`src/rtl/jbus_sched_if.sv`:
```
// ---------------------------------------------------------------------------
// jbus_sched_if
// Groups the request side and the control outputs of the CPU bus scheduler.
//   breq    : per-requester level request
//   bdst    : per-requester destination index, requester j at [j*AW +: AW]
//   bb1     : per-requester bus-1 forcing request
//   bgnt    : one-hot grant to the current winner
//   benable : one-hot enabler control for the granted source
//   bset    : one-hot destination set pulse
//   wbit1   : bus-1 forcing control
//   wdone   : one-cycle transfer-complete pulse
//   wbusy   : scheduler is not idle
// The master modport is the scheduler; the slave modport is the requester side.
// ---------------------------------------------------------------------------
interface jbus_sched_if #(
   parameter int N  = 4,
   parameter int AW = 3
);
   localparam int ND = 2**AW;

   logic [N-1:0]    breq;
   logic [N*AW-1:0] bdst;
   logic [N-1:0]    bb1;
   logic [N-1:0]    bgnt;
   logic [N-1:0]    benable;
   logic [ND-1:0]   bset;
   logic            wbit1;
   logic            wdone;
   logic            wbusy;

   modport master (
      input  breq, bdst, bb1,
      output bgnt, benable, bset, wbit1, wdone, wbusy
   );

   modport slave (
      output breq, bdst, bb1,
      input  bgnt, benable, bset, wbit1, wdone, wbusy
   );
endinterface

```
`src/rtl/jbus_sched.sv`:
```
// ---------------------------------------------------------------------------
// jbus_sched
// Round-robin scheduler for the shared 8-bit tri-state CPU bus. One source is
// granted at a time and its transfer is sequenced GRANT -> DRIVE -> SET -> DONE:
// the source enabler is switched on, the bus settles for a full cycle, the
// destination set line is pulsed, then the grant is released.
// Ports:
//   wclk  : clock, all state on the rising edge
//   wrstn : asynchronous active-low reset
//   bus   : jbus_sched_if master modport (requests in, bus controls out)
// All outputs are decoded from registered state only.
// ---------------------------------------------------------------------------
module jbus_sched #(
   parameter int N  = 4,
   parameter int AW = 3
) (
   input  logic         wclk,
   input  logic         wrstn,
   jbus_sched_if.master bus
);
   localparam int ND = 2**AW;
   localparam int PW = (N > 1) ? $clog2(N) : 1;
   localparam int SW = PW + 1;

   typedef enum logic [2:0] {IDLE, GRANT, DRIVE, SET, DONE} state_e;

   state_e        state_q, state_d;
   logic [PW-1:0] rp_q, rp_d;
   logic [PW-1:0] win_q, win_d;
   logic [AW-1:0] dst_q, dst_d;
   logic          b1_q, b1_d;

   logic [N-1:0]  arbReq;
   logic [PW-1:0] arbStart;
   logic [PW-1:0] nextPtr;
   logic [PW-1:0] pickIdx;
   logic          pickFound;
   logic [SW-1:0] scanIdx;
   logic [AW-1:0] pickDst;

   logic [N-1:0]  winHot;
   logic [ND-1:0] dstHot;
   logic [N-1:0]  bgntD;
   logic [N-1:0]  benableD;
   logic [ND-1:0] bsetD;
   logic          wbit1D;
   logic          wdoneD;

   // Successor of the current winner; wraps explicitly so N need not be a
   // power of two.
   always_comb begin
      if (win_q == PW'(N - 1)) begin
         nextPtr = '0;
      end else begin
         nextPtr = win_q + 1'b1;
      end
   end

   // Round-robin scan. In DONE the arbitration already starts from the
   // successor of the finishing winner and ignores that winner, so a different
   // pending requester gets the bus back-to-back; a lone repeat goes via IDLE.
   always_comb begin
      arbReq    = bus.breq;
      arbStart  = rp_q;
      pickFound = 1'b0;
      pickIdx   = '0;
      scanIdx   = '0;
      if (state_q == DONE) begin
         arbReq[win_q] = 1'b0;
         arbStart      = nextPtr;
      end
      for (int i = 0; i < N; i++) begin
         scanIdx = {1'b0, arbStart} + SW'(i);
         if (scanIdx >= SW'(N)) begin
            scanIdx = scanIdx - SW'(N);
         end
         if (!pickFound && arbReq[scanIdx[PW-1:0]]) begin
            pickFound = 1'b1;
            pickIdx   = scanIdx[PW-1:0];
         end
      end
   end

   // Destination index of the requester about to win.
   always_comb begin
      pickDst = '0;
      for (int j = 0; j < N; j++) begin
         if (pickIdx == PW'(j)) begin
            pickDst = bus.bdst[j*AW +: AW];
         end
      end
   end

   // Next-state logic. Winner, destination and bus-1 request are captured only
   // at the arbitration point and held untouched for the whole transfer.
   always_comb begin
      state_d = state_q;
      rp_d    = rp_q;
      win_d   = win_q;
      dst_d   = dst_q;
      b1_d    = b1_q;
      unique case (state_q)
         IDLE, DONE: begin
            if (state_q == DONE) begin
               rp_d = nextPtr;
            end
            if (pickFound) begin
               state_d = GRANT;
               win_d   = pickIdx;
               dst_d   = pickDst;
               b1_d    = bus.bb1[pickIdx];
            end else begin
               state_d = IDLE;
            end
         end
         GRANT:   state_d = DRIVE;
         DRIVE:   state_d = SET;
         SET:     state_d = DONE;
         default: state_d = IDLE;
      endcase
   end

   always_ff @(posedge wclk or negedge wrstn) begin
      if (!wrstn) begin
         state_q <= IDLE;
         rp_q    <= '0;
         win_q   <= '0;
         dst_q   <= '0;
         b1_q    <= 1'b0;
      end else begin
         state_q <= state_d;
         rp_q    <= rp_d;
         win_q   <= win_d;
         dst_q   <= dst_d;
         b1_q    <= b1_d;
      end
   end

   // Output decode from registered state. Enable spans DRIVE and SET so the
   // destination captures data that has been stable for a full cycle.
   always_comb begin
      winHot        = '0;
      winHot[win_q] = 1'b1;
      dstHot        = '0;
      dstHot[dst_q] = 1'b1;
      bgntD         = '0;
      benableD      = '0;
      bsetD         = '0;
      wbit1D        = 1'b0;
      wdoneD        = 1'b0;
      unique case (state_q)
         GRANT: begin
            bgntD = winHot;
         end
         DRIVE: begin
            bgntD    = winHot;
            benableD = winHot;
            wbit1D   = b1_q;
         end
         SET: begin
            bgntD    = winHot;
            benableD = winHot;
            bsetD    = dstHot;
            wbit1D   = b1_q;
         end
         DONE: begin
            bgntD  = winHot;
            wdoneD = 1'b1;
         end
         default: begin
            bgntD = '0;
         end
      endcase
   end

   assign bus.bgnt    = bgntD;
   assign bus.benable = benableD;
   assign bus.bset    = bsetD;
   assign bus.wbit1   = wbit1D;
   assign bus.wdone   = wdoneD;
   assign bus.wbusy   = (state_q != IDLE);

endmodule
```
`src/flat_wrapper.sv`:
```
// flat-port wrapper written by rule: the top's interface ports become plain ports
module jbus_sched_flat 
#(
   parameter int N  = 4,
   parameter int AW = 3
)
  (wclk, wrstn, bus_breq, bus_bdst, bus_bb1, bus_bgnt, bus_benable, bus_bset, bus_wbit1, bus_wdone, bus_wbusy);
  jbus_sched_if #(.N(N), .AW(AW)) bus_i ();
  input  logic wclk;
  input  logic wrstn;
  input wire logic [$bits(bus_i.breq)-1:0] bus_breq;
  input wire logic [$bits(bus_i.bdst)-1:0] bus_bdst;
  input wire logic [$bits(bus_i.bb1)-1:0] bus_bb1;
  output wire logic [$bits(bus_i.bgnt)-1:0] bus_bgnt;
  output wire logic [$bits(bus_i.benable)-1:0] bus_benable;
  output wire logic [$bits(bus_i.bset)-1:0] bus_bset;
  output wire logic [$bits(bus_i.wbit1)-1:0] bus_wbit1;
  output wire logic [$bits(bus_i.wdone)-1:0] bus_wdone;
  output wire logic [$bits(bus_i.wbusy)-1:0] bus_wbusy;
  assign bus_i.breq = bus_breq;
  assign bus_i.bdst = bus_bdst;
  assign bus_i.bb1 = bus_bb1;
  assign bus_bgnt = bus_i.bgnt;
  assign bus_benable = bus_i.benable;
  assign bus_bset = bus_i.bset;
  assign bus_wbit1 = bus_i.wbit1;
  assign bus_wdone = bus_i.wdone;
  assign bus_wbusy = bus_i.wbusy;
  jbus_sched #(.N(N), .AW(AW)) u_core (.wclk(wclk), .wrstn(wrstn), .bus(bus_i));
endmodule
```
`config.mk`:
```
export PLATFORM = sky130hd
export DESIGN_NAME = jbus_sched_flat
export DESIGN_NICKNAME = d
export VERILOG_FILES = /design/src/rtl/jbus_sched_if.sv /design/src/rtl/jbus_sched.sv /design/src/flat_wrapper.sv
export SDC_FILE = /design/constraint.sdc
export NUM_CORES = 1
export LEC_CHECK = 0
export ABC_CLOCK_PERIOD_IN_PS = 2300
export CAP_MARGIN = 20
export CORE_MARGIN = 2
export CORE_UTILIZATION = 41
export DETAILED_ROUTE_END_ITERATION = 10
export GPL_TIMING_DRIVEN = 0
export HOLD_SLACK_MARGIN = 0.03
export PLACE_DENSITY = 0.79
export SYNTH_ARGS = -nofsm -noshare
export SYNTH_HDL_FRONTEND = slang
export SYNTH_SLANG_ARGS = --single-unit
```
`constraint.sdc`:
```
create_clock -name wclk -period 2.3 [get_ports wclk]
set_input_delay 0.345 -clock wclk [delete_from_list [all_inputs] [get_ports wclk]]
set_output_delay 0.345 -clock wclk [all_outputs]
set_load 0.1 [all_outputs]
```
After elaboration in Yosys (flattened, before gate mapping)
Cells that the tools add are included.
{"block": "totals", "out_inout_bits": 19, "reg_bits": 11, "input_bits": 22, "word_cells": 91}
{"block": "classes", "n_addsub": 8, "magnitude_cmp": 13, "n_reduce_logical": 15, "muxes": 40, "n_eq_ne": 8, "n_bitwise": 2}
{"cell": "2-bit 2-to-1 mux", "count": 10}
{"cell": "2-bit by 3-bit less-than comparator with 1-bit output, second input constant", "count": 6}
{"cell": "1-bit 2-to-1 mux", "count": 14}
{"cell": "3-bit 2-to-1 mux", "count": 4}
{"cell": "4-bit 2-to-1 mux", "count": 3}
{"cell": "3-bit case mux with 4 select lines", "count": 1}
{"cell": "1-bit binary-select mux with 2-bit select", "count": 5}
{"cell": "3-bit greater-or-equal comparator, second input constant", "count": 3}
{"cell": "8-bit 2-to-1 mux", "count": 1}
{"cell": "2-bit by 1-bit subtractor with 2-bit output, second input constant", "count": 4}
{"cell": "2-bit by 2-bit adder with 3-bit output, second input constant", "count": 2}
{"cell": "2-bit == test, second input constant", "count": 3}
{"cell": "3-bit by 2-bit == test with 1-bit output, second input constant", "count": 2}
{"cell": "1-bit logical AND", "count": 5}
{"cell": "4-bit bitwise AND", "count": 1}
{"cell": "3-bit by 4-bit less-than comparator with 1-bit output, second input constant", "count": 1}
{"cell": "4-bit inverter", "count": 1}
{"cell": "2-bit OR reduction", "count": 2}
{"cell": "4-bit OR reduction", "count": 1}
{"cell": "2-bit by 1-bit adder with 3-bit output, second input constant", "count": 1}
{"cell": "1-bit demux with 3-bit select", "count": 1}
{"cell": "3-bit by 1-bit == test with 1-bit output, second input constant", "count": 1}
{"cell": "3-bit == test, second input constant", "count": 1}
{"cell": "2-bit by 3-bit greater-or-equal comparator with 1-bit output, second input constant", "count": 1}
{"cell": "other kinds (10)", "count": 12}

Depth between registers and ports, before layout
{"block": "depth", "ltp_word": 24, "mapped_depth": 9, "depth_no_buf": 8}

Worst setup path before layout
OpenSTA, ideal clock, no wires.
{"block": "synth_timing", "path_type": "reg2out", "startpoint": "register u_core.state_q[1]", "endpoint": "output bus_bset[0]", "t_required_ns": 1.955, "path_buffers": 0, "arrival_time_ns": 2.995, "slack_ns": -1.040, "stages_incl_launch_ff": 5, "path_cell_list": "dfrtp_1 > nor2b_1 > and2_1 > nand2b_1 > nor3_1"}
{"block": "synth_between", "elab_chain_cells": 2}
{"element": "start, declared", "line_no": "jbus_sched.sv:27", "rtl": "state_e state_q, state_d;"}
{"element": "start signal, assigned", "line_no": "jbus_sched.sv:131", "rtl": "state_q <= state_d;"}
{"element": "3-bit by 2-bit == test with 1-bit output", "line_no": "jbus_sched.sv:151", "rtl": "unique case (state_q)"}
{"element": "8-bit 2-to-1 mux", "line_no": "jbus_sched.sv:151"}
{"element": "end, declared", "line_no": "flat_wrapper.sv:16", "rtl": "output wire logic [$bits(bus_i.bset)-1:0] bus_bset;"}
No other way between the ends.

Final worst setup path
{"block": "layout_timing", "startpoint": "register u_core.state_q[1]", "endpoint": "output bus_bgnt[1]"}
{"block": "layout_between", "elab_chain_cells": 3, "elab_cells_between_ends": 6, "classes_between": "eq/ne: 4; mux: 1; reduce/logical: 1"}
{"element": "3-bit by 1-bit == test with 1-bit output, or another cell as far along", "line_no": "jbus_sched.sv:151"}
{"element": "4-bit OR reduction (no source line) (*)"}
{"element": "4-bit 2-to-1 mux (*)", "line_no": "jbus_sched.sv:151"}
{"element": "end, declared", "line_no": "flat_wrapper.sv:14", "rtl": "output wire logic [$bits(bus_i.bgnt)-1:0] bus_bgnt;"}
Every way passes the cells marked *; elsewhere a longest branch is shown, timed or not.

==> results by group <==
Status
  • Status: finished, final reports clean

GRT
  • Vias in the first global route: 892
  • Initial antenna violation count: 0
  • Grt ovf: 0
  • GRT Overall Usage: 20.9%
  • Largest net degree at the start of global routing: 12
  • Global-route wire length before repair: 3930 um

STA
  • Hold Fails Final Rpt: 0
  • Minimum clock period: 2.21 ns
  • Slew HR: roughly 37%
  • PnR worst setup slack: 0.0924 ns
  • Setup violators final: 0
  • RSZ-0062 raised after global routing: false
  • Worst-Margin Slew: 0.953 ns
  • Pins over their slew limit: 0
  • FMAX: approximately 450 MHz
  • Final Cycle Share: a little over nine tenths
  • Post-Route Skew: 0.000427 ns

Placed design
  • GPL Wtd Cong: roughly 0.9
  • Dpl hpwl: 1910 um
  • Place WS: -0.506 ns
  • Buffers on Ports: 40

Yosys
  • Register area share after synthesis: 30.6%
  • Synth Cell Area: ~900 um^2
  • YS warnings: 0
  • Cells after synthesis: 102
  • Avg Cell Area, Syn: 8.82 um^2
  • Synth Net Count: 128
  • Cell taking the most area after synthesis: dfrtp_1
  • Synth area leaders: dfrtp_1 31%, mux2i_1 13%, ha_1 5.6%
  • Share of the synthesized area in the top cell type: 30.6%
  • Synth cell types: 32
  • Synth Register Bits: 11

Critical path
  • Startpoint types: flop
  • Slowest CP cell: dfrtp_1
  • CP Class: flop to output pin
  • R2r setup slk: 0.14 ns
  • Critical path cell sequence: or3_1 > and3_2 > clkdlybuf4s15_2
  • R2R cell count: 9
  • Worst flop-to-flop path startpoint: u_core.win_q[0]
  • CP top delay family: simple AND/OR/NAND/NOR gates
  • Worst path bufs/invs: 1
  • Reg-to-Reg End: u_core.b1_q
  • Crit-path max cell delay: roughly 0.46 ns
  • Worst Setup End Kind: output pin
  • Crit path DAT: 1.86 ns
  • CP Max Fanout: 6
  • Required @ worst endpoint: between 1.5 and 2 ns

Finish
  • Commonest cells after routing, fill and taps aside: 21 x clkdlybuf4s50_1, 11 x mux2i_1, 10 x nand2_1, 10 x clkdlybuf4s15_2, 10 x buf_4
  • Footprint of the multi-input gates: 619 um^2
  • N_diodes: 0
  • Layout area overhead: 57.2%
  • Nets: 175
  • Fraction of layout cells with a size suffix above 1: 27.7%
  • Commonest non-fill, non-tap cell in the layout: clkdlybuf4s50_1
  • Storage cell area: 278 um^2
  • Fin util: 69.9%
  • FILL cells: 180

Die
  • Initial core utilization: 44.5%
  • Die width: 50.8 um
  • Core Rows: 16
  • Die height: between 50 and 60 um
  • Die area: 0.00258 mm^2
  • Core area: between 0.002 and 0.0025 mm^2
  • I/O pin cnt: between 40 and 50

Routing
  • Count of TritonRoute iterations in the first routing pass: 5
  • Wirelength per Cell: 14.1 um
  • WL final: 2480 um
  • Max Used Layer: met4
  • Met3 wire len: between 100 and 150 um
  • Number of vias per cell: ~5.3
  • Overall via count from detail_route: 934
  • Metal-1 WL: 1040 um
  • Final antenna-violating net count: 0
  • WL met2: 1240 um
  • First-iteration detailed-routing DRC count: 18
  • Drt drc: 0

Clock tree
  • Clock tree buffer depth: 2
  • Worst skew pair latency: 0.28 ns
  • TritonCTS clock tree: built
  • CTS sink cnt: 11
  • Clock-pin slew on the worst setup and hold paths: ~0.07 ns
  • Clock Tree Root: clkbuf_4
  • Cts hold-fix bufs: 0
  • CTS Buf Count: 3
  • Htree depth: 1

Min path
  • Hold Crit Class: primary input to async pin

Run
  • Max-Cap Viols: 0
## registers in the layout, summed over array words and instances (netlist names)
name	cells
u_core.b1_q	1
u_core.win_q	2
u_core.dst_q	3
u_core.rp_q	2
u_core.state_q	3
## through the flow
| stage | setup TNS, ns | area, um^2 | instances | hold slack (ns) |
|---|---|---|---|---|
| after CTS | 0 | 1370 | 173 | 0.400 |
| after global routing | 0 | 1410 | 175 | 0.433 |
| after floorplan | -2.08 | 915 | 102 | 0.0494 |
| final | 0 | 1410 | 175 | 0.391 |
| after global placement | -5.04 | 1350 | 169 | 0.467 |
| after detailed placement | -5.51 | 1350 | 169 | 0.473 |
## worst max-delay path by stage
| stage | startpoint | end | cells past startpoint |
|---|---|---|---|
| 6_report | u_core.state_q[1] | bus_bgnt[1] | 3 |
| 5_1_grt | u_core.win_q[0] | bus_bgnt[0] | 4 |
| 4_1_cts | u_core.state_q[1] | bus_bset[6] | 5 |
| 3_5_place_dp | u_core.state_q[1] | bus_bset[0] | 5 |
| 3_3_place_gp | u_core.state_q[1] | bus_bset[1] | 5 |
| 2_1_floorplan | u_core.state_q[1] | bus_bset[2] | 4 |
## final cells by class
class	count	share of cell area, %
Timing Repair Buffer	42	28.8
Tap cell	27	2.39
Inverter	6	1.59
Sequential cell	11	19.6
Clock buffer	4	1.86
Buffer	3	1.95
Multi-Input combinational cell	82	43.8
## metal layers
metal	GRT usage (%)	vias up
li1	-	456
met1	24.7	439
met2	33.8	29
met3	6.14	10
met4	11.7	0
met5	0	-
## logic make-up after synthesis
group                    after synthesis  synth area share [%]
adder cells (fa/ha/maj)                4                  5.56
XOR/XNOR                               1                 0.974
buffers and inverters                  9                  5.56
flip-flops                            11                  30.6
AO/OA/AOI/OAI                         25                  20.2
AND/OR/NAND/NOR                       39                  22.5
multiplexers                          13                  14.6
## synth_stat cells
cell / n
mux2i_1: 12
dfrtp_1: 11
nand2_1: 10
nor2_1: 8
and2_1: 6
a21oi_1: 5
inv_1: 5
o21ai_0: 5
and3_1: 4
ha_1: 4
nand2b_1: 4
o221ai_1: 4
buf_6: 2
nor2b_1: 2
nor3_1: 2
o21bai_1: 2
a21bo_1: 1
a21bo_2: 1
a21boi_0: 1
a21o_1: 1
a22oi_2: 1
a311o_1: 1
a32o_1: 1
buf_2: 1
inv_2: 1
mux2_1: 1
nor3b_2: 1
o21ai_1: 1
o2bb2ai_1: 1
or2_1: 1
or3_1: 1
xnor2_1: 1
## timing repair
action                     CTS  global route
resized for setup           79             8
setup endpoints to repair   19            17
setup buffers                0             2
pin swaps                    0             1
hold endpoints to repair     0             0
Power is not shown: default switching activity piles up to over one toggle a cycle in this logic, so the estimate is an artifact.
